`src/rtl/fir_pkg.sv`:
```
// Shared FIR definitions: default filter geometry, coefficient word type and
// the coefficient loader state encoding.
package fir_pkg;

  localparam int FILTER_BITS_DEF = 12;
  localparam int FILTER_TAPS_DEF = 64;

  typedef logic [FILTER_BITS_DEF-1:0] coeff_t;

  // LOAD    : filling the shadow bank
  // PENDING : full set captured, waiting for a sample strobe to swap
  // DRAIN   : overlong set, discarding words until coeff_last
  typedef enum logic [1:0] {
    LOAD    = 2'd0,
    PENDING = 2'd1,
    DRAIN   = 2'd2
  } ld_state_t;

endpackage

```
`src/rtl/fir_coeff_loader_if.sv`:
```
// Coefficient stream (valid/ready) between the control path and the loader.
//   coeff_valid : word valid       (master -> slave)
//   coeff_data  : coefficient word (master -> slave)
//   coeff_last  : final word of set(master -> slave)
//   coeff_ready : slave can accept (slave -> master)
interface fir_coeff_loader_if #(
  parameter int FILTER_BITS = fir_pkg::FILTER_BITS_DEF
);
  logic                   coeff_valid;
  logic [FILTER_BITS-1:0] coeff_data;
  logic                   coeff_last;
  logic                   coeff_ready;

  modport master (
    output coeff_valid, coeff_data, coeff_last,
    input  coeff_ready
  );

  modport slave (
    input  coeff_valid, coeff_data, coeff_last,
    output coeff_ready
  );
endinterface

```
`src/rtl/fir_coeff_loader.sv`:
```
// Double-buffered FIR coefficient writer. Stream words fill a shadow bank;
// a complete set is copied into the active bank (filter_coefficients) only on
// a sample strobe, so the filter never sees a half-updated coefficient set.
// Ports:
//   clk, rst            : clock, asynchronous active-low reset
//   s_coeff             : coefficient stream (slave side)
//   sample_strobe       : fir_filter data_in_ready; swap boundary
//   filter_coefficients : active bank, tap k in [k]
//   swap_done           : one-cycle pulse after the active bank updates
//   load_error          : one-cycle pulse on a short or long set
//   bank_id             : toggles on every swap
//   busy                : state != LOAD or write index != 0
module fir_coeff_loader
  import fir_pkg::*;
#(
  parameter int FILTER_BITS = FILTER_BITS_DEF,
  parameter int FILTER_TAPS = FILTER_TAPS_DEF,
  parameter int COUNT_BITS  = $clog2(FILTER_TAPS)
) (
  input  logic                                    clk,
  input  logic                                    rst,
  fir_coeff_loader_if.slave                       s_coeff,
  input  logic                                    sample_strobe,
  output logic [FILTER_TAPS-1:0][FILTER_BITS-1:0] filter_coefficients,
  output logic                                    swap_done,
  output logic                                    load_error,
  output logic                                    bank_id,
  output logic                                    busy
);

  localparam logic [COUNT_BITS-1:0] LAST_IDX = COUNT_BITS'(FILTER_TAPS - 1);

  ld_state_t                               r_state;
  logic [COUNT_BITS-1:0]                   r_idx;
  logic [FILTER_TAPS-1:0][FILTER_BITS-1:0] r_shadow;
  logic [FILTER_TAPS-1:0][FILTER_BITS-1:0] r_active;
  logic                                    r_ready;
  logic                                    r_swap_done;
  logic                                    r_load_error;
  logic                                    r_bank_id;

  logic w_xfer;
  logic w_at_last;

  assign w_xfer    = s_coeff.coeff_valid && r_ready;
  assign w_at_last = (r_idx == LAST_IDX);

  always_ff @(posedge clk or negedge rst) begin
    if (!rst) begin
      r_state      <= LOAD;
      r_idx        <= '0;
      r_shadow     <= '0;
      r_active     <= '0;
      r_ready      <= 1'b1;
      r_swap_done  <= 1'b0;
      r_load_error <= 1'b0;
      r_bank_id    <= 1'b0;
    end else begin
      r_swap_done  <= 1'b0;
      r_load_error <= 1'b0;
      case (r_state)
        LOAD: begin
          // Strobes are ignored here, including one coinciding with the
          // final word: the swap waits for a strobe seen in PENDING.
          if (w_xfer) begin
            r_shadow[r_idx] <= s_coeff.coeff_data;
            if (w_at_last) begin
              r_idx <= '0;
              if (s_coeff.coeff_last) begin
                r_state <= PENDING;
                r_ready <= 1'b0;
              end else begin
                r_state      <= DRAIN;
                r_load_error <= 1'b1;
              end
            end else if (s_coeff.coeff_last) begin
              r_idx        <= '0;
              r_load_error <= 1'b1;
            end else begin
              r_idx <= r_idx + 1'b1;
            end
          end
        end
        PENDING: begin
          if (sample_strobe) begin
            r_active    <= r_shadow;
            r_bank_id   <= ~r_bank_id;
            r_swap_done <= 1'b1;
            r_state     <= LOAD;
            r_ready     <= 1'b1;
          end
        end
        DRAIN: begin
          if (w_xfer && s_coeff.coeff_last) begin
            r_state <= LOAD;
            r_idx   <= '0;
          end
        end
        default: begin
          r_state <= LOAD;
          r_idx   <= '0;
          r_ready <= 1'b1;
        end
      endcase
    end
  end

  assign s_coeff.coeff_ready = r_ready;
  assign filter_coefficients = r_active;
  assign swap_done           = r_swap_done;
  assign load_error          = r_load_error;
  assign bank_id             = r_bank_id;
  assign busy                = (r_state != LOAD) || (r_idx != '0);

endmodule

```
`src/flat_wrapper.sv`:
```
// flat-port wrapper written by rule: the top's interface ports become plain ports
module fir_coeff_loader_flat import fir_pkg::*;
#(
  parameter int FILTER_BITS = FILTER_BITS_DEF,
  parameter int FILTER_TAPS = FILTER_TAPS_DEF,
  parameter int COUNT_BITS  = $clog2(FILTER_TAPS)
)
  (clk, rst, sample_strobe, filter_coefficients, swap_done, load_error, bank_id, busy, s_coeff_coeff_valid, s_coeff_coeff_data, s_coeff_coeff_last, s_coeff_coeff_ready);
  fir_coeff_loader_if #(.FILTER_BITS(FILTER_BITS)) s_coeff_i ();
  input  logic clk;
  input  logic rst;
  input  logic sample_strobe;
  output logic [FILTER_TAPS-1:0][FILTER_BITS-1:0] filter_coefficients;
  output logic swap_done;
  output logic load_error;
  output logic bank_id;
  output logic busy;
  input wire logic [$bits(s_coeff_i.coeff_valid)-1:0] s_coeff_coeff_valid;
  input wire logic [$bits(s_coeff_i.coeff_data)-1:0] s_coeff_coeff_data;
  input wire logic [$bits(s_coeff_i.coeff_last)-1:0] s_coeff_coeff_last;
  output wire logic [$bits(s_coeff_i.coeff_ready)-1:0] s_coeff_coeff_ready;
  assign s_coeff_i.coeff_valid = s_coeff_coeff_valid;
  assign s_coeff_i.coeff_data = s_coeff_coeff_data;
  assign s_coeff_i.coeff_last = s_coeff_coeff_last;
  assign s_coeff_coeff_ready = s_coeff_i.coeff_ready;
  fir_coeff_loader #(.FILTER_BITS(FILTER_BITS), .FILTER_TAPS(FILTER_TAPS), .COUNT_BITS(COUNT_BITS)) u_core (.clk(clk), .rst(rst), .s_coeff(s_coeff_i), .sample_strobe(sample_strobe), .filter_coefficients(filter_coefficients), .swap_done(swap_done), .load_error(load_error), .bank_id(bank_id), .busy(busy));
endmodule
```
`config.mk`:
```
export PLATFORM = sky130hd
export DESIGN_NAME = fir_coeff_loader_flat
export DESIGN_NICKNAME = d
export VERILOG_FILES = /design/src/rtl/fir_pkg.sv /design/src/rtl/fir_coeff_loader_if.sv /design/src/rtl/fir_coeff_loader.sv /design/src/flat_wrapper.sv
export SDC_FILE = /design/constraint.sdc
export NUM_CORES = 2
export LEC_CHECK = 0
export ABC_CLOCK_PERIOD_IN_PS = 6100
export BUFFER_PORTS_ARGS = -buffer_cell sky130_fd_sc_hd__clkbuf_2
export CAP_MARGIN = 10
export CORE_UTILIZATION = 60
export DETAILED_ROUTE_END_ITERATION = 8
export PLACE_DENSITY = 0.94
export SYNTH_ARGS = -nofsm -noshare
export SYNTH_HDL_FRONTEND = slang
export SYNTH_SLANG_ARGS = --single-unit
```
`constraint.sdc`:
```
create_clock -name clk -period 6.1 [get_ports clk]
set_clock_uncertainty 0.15 [all_clocks]
set_input_delay 0.915 -clock clk [delete_from_list [all_inputs] [get_ports clk]]
set_output_delay 0.915 -clock clk [all_outputs]
set_load 0.02 [all_outputs]
```
==> flow_summary.json <==
{
  "outcome": "finished, violations left",
  "failed_checks": "design-rule violations, negative hold slack",
  "power_mw": 20.0,
  "place.gp.congestion": 0.883,
  "worst-slew-pin-transition_ns": 1.27,
  "layout.core_utilization_pct": 70.6,
  "post_synth_num_cell_types": 45,
  "synth.top_cells.by_count": "sky130_fd_sc_hd__nand2_1, sky130_fd_sc_hd__dfrtp_1, sky130_fd_sc_hd__mux2_2",
  "critPathLaunchType": "register",
  "die_width_um": 315,
  "multiInputGateArea_um2": 18500,
  "residual_antenna_violating_net_count_after_detailed_routing": 0,
  "dr_total_vias": 43900,
  "timing.rr.start": "u_core.r_state[0]",
  "finalWorstPathRequiredPeriod_ns": 4.06,
  "cts.sinks": 1548,
  "fin_hold_ws_ns": -0.00853,
  "layout_worst_path_cycle_share_pct": 66.5,
  "synth-main-ff-cell": "sky130_fd_sc_hd__dfrtp_1",
  "drc_errors": 84,
  "clkPwrFrac_pct": 46.8,
  "synth-edff-count": 0,
  "powerDensity_nw_per_um2": 293,
  "report.final.slew_viol_count": 0,
  "cts_buffer_depth": 3,
  "area.sequential_um2": 38700,
  "detailed_place.area_um2": 63500,
  "final.fill_count": 5640,
  "synthMostInstantiatedCell": "sky130_fd_sc_hd__nand2_1",
  "floorplan.initialDensity_pct": 60.7,
  "globalRoute.totalOverflow": 0,
  "switchingPower_mw": 4.39,
  "finalSetupViolCount": 0,
  "async_reset_ff_share_pct": 100,
  "detailedPlacementHpwl_um": 107000,
  "number_of_standard_cells_after_synthesis": 5103,
  "cellInternalPower_mw": 15.6,
  "fmax_achieved_mhz": 246,
  "ctsResizeCount": 0,
  "synth_largest_type_area_fraction_pct": 65.8,
  "coreArea_um2": 96900,
  "path_class": "register to register",
  "clock_root_buffer_master": "sky130_fd_sc_hd__clkbuf_16",
  "synth.cell_area_um2": 58800,
  "cp.required_ns": 6.61,
  "drive_gt1_share_pct": 31.8,
  "clk_pin_slew_ns": 0.07,
  "fp.dieH_um": 315,
  "grt_pass1_vias": 45900,
  "cts_tree": "done",
  "starting_drc_count_in_detailed_routing": 5360,
  "die-area_um2": 99300,
  "power_switching_share_pct": 21.9,
  "avgSynthCellArea_um2": 11.5,
  "grt_antenna_before_repair": 12,
  "finish.instance_area_um2": 68300,
  "critPathLaunch": "u_core.r_state[0]",
  "drt-total-wl_um": 189000,
  "grt_setup_unrepaired": "no",
  "first_pass_grt_wire_length_um": 280000,
  "p_comb_share_pct": 1.9,
  "worst_ir_drop_vdd_mv": 0.260,
  "synth.largest_area_cell": "sky130_fd_sc_hd__dfrtp_1",
  "synth_seq_area_share_pct": 65.9,
  "power.leakage_nw": 39.4,
  "critPathMaxFanout": 144,
  "syn2layout_area_growth_pct": 16.2,
  "timing.critical_path.to_type": "register",
  "synth.yosys.warnings": 0,
  "clkLatencyLatePin_ns": 0.75,
  "timing.setup.tns_ns": 0,
  "mappedNetlistNets": 5122,
  "rows": 114,
  "io_buffer_count": 789,
  "fin_nets": 5782,
  "cts-hold-fix-buffers": 0,
  "slew_headroom_pct": 15.3,
  "ys_seq_elements": 1548,
  "cts-buffers-inserted": 148,
  "post_synth_main_area_contributors": "sky130_fd_sc_hd__dfrtp_1, sky130_fd_sc_hd__nand2_1, sky130_fd_sc_hd__mux2_2",
  "hold_viol_final": 1,
  "timing.hold.worst.class": "input pin to async pin",
  "worstPathArrival_ns": 4.57,
  "routedWlPerCell_um": 26.4,
  "h_tree_depth": 4,
  "total_global_routing_track_utilization_pct": 38.1,
  "cts_post_setup_buffers_inserted": 0,
  "grt_max_degree": 230,
  "post_detailed_route_via_to_cell_ratio": 6.14,
  "dr.pass1.iters": 9,
  "p_seq_share_pct": 51.3,
  "maxCapViolCount": 0,
  "io_pins": 790
}
[registers in the layout, indices dropped and copies added, names as in the netlist]
register	flops
u_core.bank_id	1
u_core.filter_coefficients	768
u_core.load_error	1
u_core.r_idx	6
u_core.r_shadow	768
u_core.r_state	2
u_core.s_coeff.coeff_ready	1
u_core.swap_done	1
[path summary, 6_finish.rpt]
path / end / slack [ns] / cells after the start
setup / recovery: u_core.filter_coefficients[362] / 2.04 / 6
hold / removal: u_core.r_shadow[629] / -0.009 / 1
setup reg to reg: u_core.filter_coefficients[362] / 2.04 / 6
hold reg to reg: u_core.filter_coefficients[534] / 0.30 / 2
max in group asynchronous: u_core.r_shadow[589] / 4.14 / 2
min in group clk: u_core.filter_coefficients[534] / 0.30 / 2
[layout make-up]
cell class	count	area share, %
flip-flops and latches	1548	56.7
multi-input cells	3218	27.1
repair buffers	843	6.68
clock buffers	215	6.40
well taps	1276	2.34
clock inverters	44	0.749
inverters	4	0.0330
diodes	3	0.0110
[per-layer routing]
metal  wire length, um  global-route usage (%)  vias to the layer above
li1                  -                       -                    17500
met1             64700                    45.3                    22000
met2             88000                    58.4                     3327
met3             20500                    11.8                     1067
met4             15600                    28.6                       14
met5                90                   0.242                        -
[critical path, cell delays in order, from the launching register on]
cell and delay [ns]:
sky130_fd_sc_hd__dfrtp_1 0.53, sky130_fd_sc_hd__nor2b_1 0.52, sky130_fd_sc_hd__nand2_4 0.67, sky130_fd_sc_hd__inv_8 0.93, sky130_fd_sc_hd__buf_12 0.49, sky130_fd_sc_hd__nand2_1 0.22, sky130_fd_sc_hd__nand2_1 0.15
[power by group through the flow]
stage | logic, mW | registers [mW] | clock network (mW)
after floorplan | 0.0622 | 10.5 | 0
after global placement | 0.377 | 10.5 | 0
after detailed placement | 0.384 | 10.5 | 0
after CTS | 0.387 | 10.3 | 9.39
after global routing | 0.422 | 10.3 | 9.79
final | 0.388 | 10.3 | 9.37
[placed cells by master (no fill, tap or decap), types with 4 or more instances in the layout]
master	synthesis	routed
sky130_fd_sc_hd__nor3_2	0	4
sky130_fd_sc_hd__nand2_1	2349	2348
sky130_fd_sc_hd__buf_12	8	14
sky130_fd_sc_hd__clkinv_2	0	27
sky130_fd_sc_hd__nor2_8	8	8
sky130_fd_sc_hd__and3_1	6	6
sky130_fd_sc_hd__clkbuf_8	0	29
sky130_fd_sc_hd__dfrtp_1	1547	1547
sky130_fd_sc_hd__clkbuf_16	0	154
sky130_fd_sc_hd__nand3_1	5	5
sky130_fd_sc_hd__mux2_4	70	70
sky130_fd_sc_hd__nor3_1	10	6
sky130_fd_sc_hd__bufinv_16	0	8
sky130_fd_sc_hd__clkbuf_1	170	32
sky130_fd_sc_hd__mux2_2	699	699
sky130_fd_sc_hd__nand3b_1	4	4
sky130_fd_sc_hd__nor2_1	25	24
sky130_fd_sc_hd__buf_4	0	51
sky130_fd_sc_hd__clkbuf_2	0	776
[per-stage QoR]
stage          instances  hold slack, ns  worst slack [ns]
4_1_cts             7148          0.0678              2.24
3_5_place_dp        6889           0.295              2.34
5_1_grt             7149          0.0889              1.89
3_3_place_gp        6888           0.289              2.49
2_1_floorplan       5103           0.283              3.48
6_report            7151        -0.00853              2.04
[cells by family (layout without fill, tap and decap cells)]
family | Yosys count | in the layout | share of synthesized area [%]
other | 0 | 3 | 0
AOI/OAI and AO/OA | 16 | 16 | 0.211
adders and majority gates | 2 | 2 | 0.0425
muxes | 769 | 769 | 15.2
and+or+nand+nor | 2429 | 2429 | 16.0
xor gates and xnor gates | 2 | 2 | 0.0298
DFF | 1548 | 1548 | 65.9
buffers and inverters | 337 | 1106 | 2.69
Power figures use the tool's default switching activity.
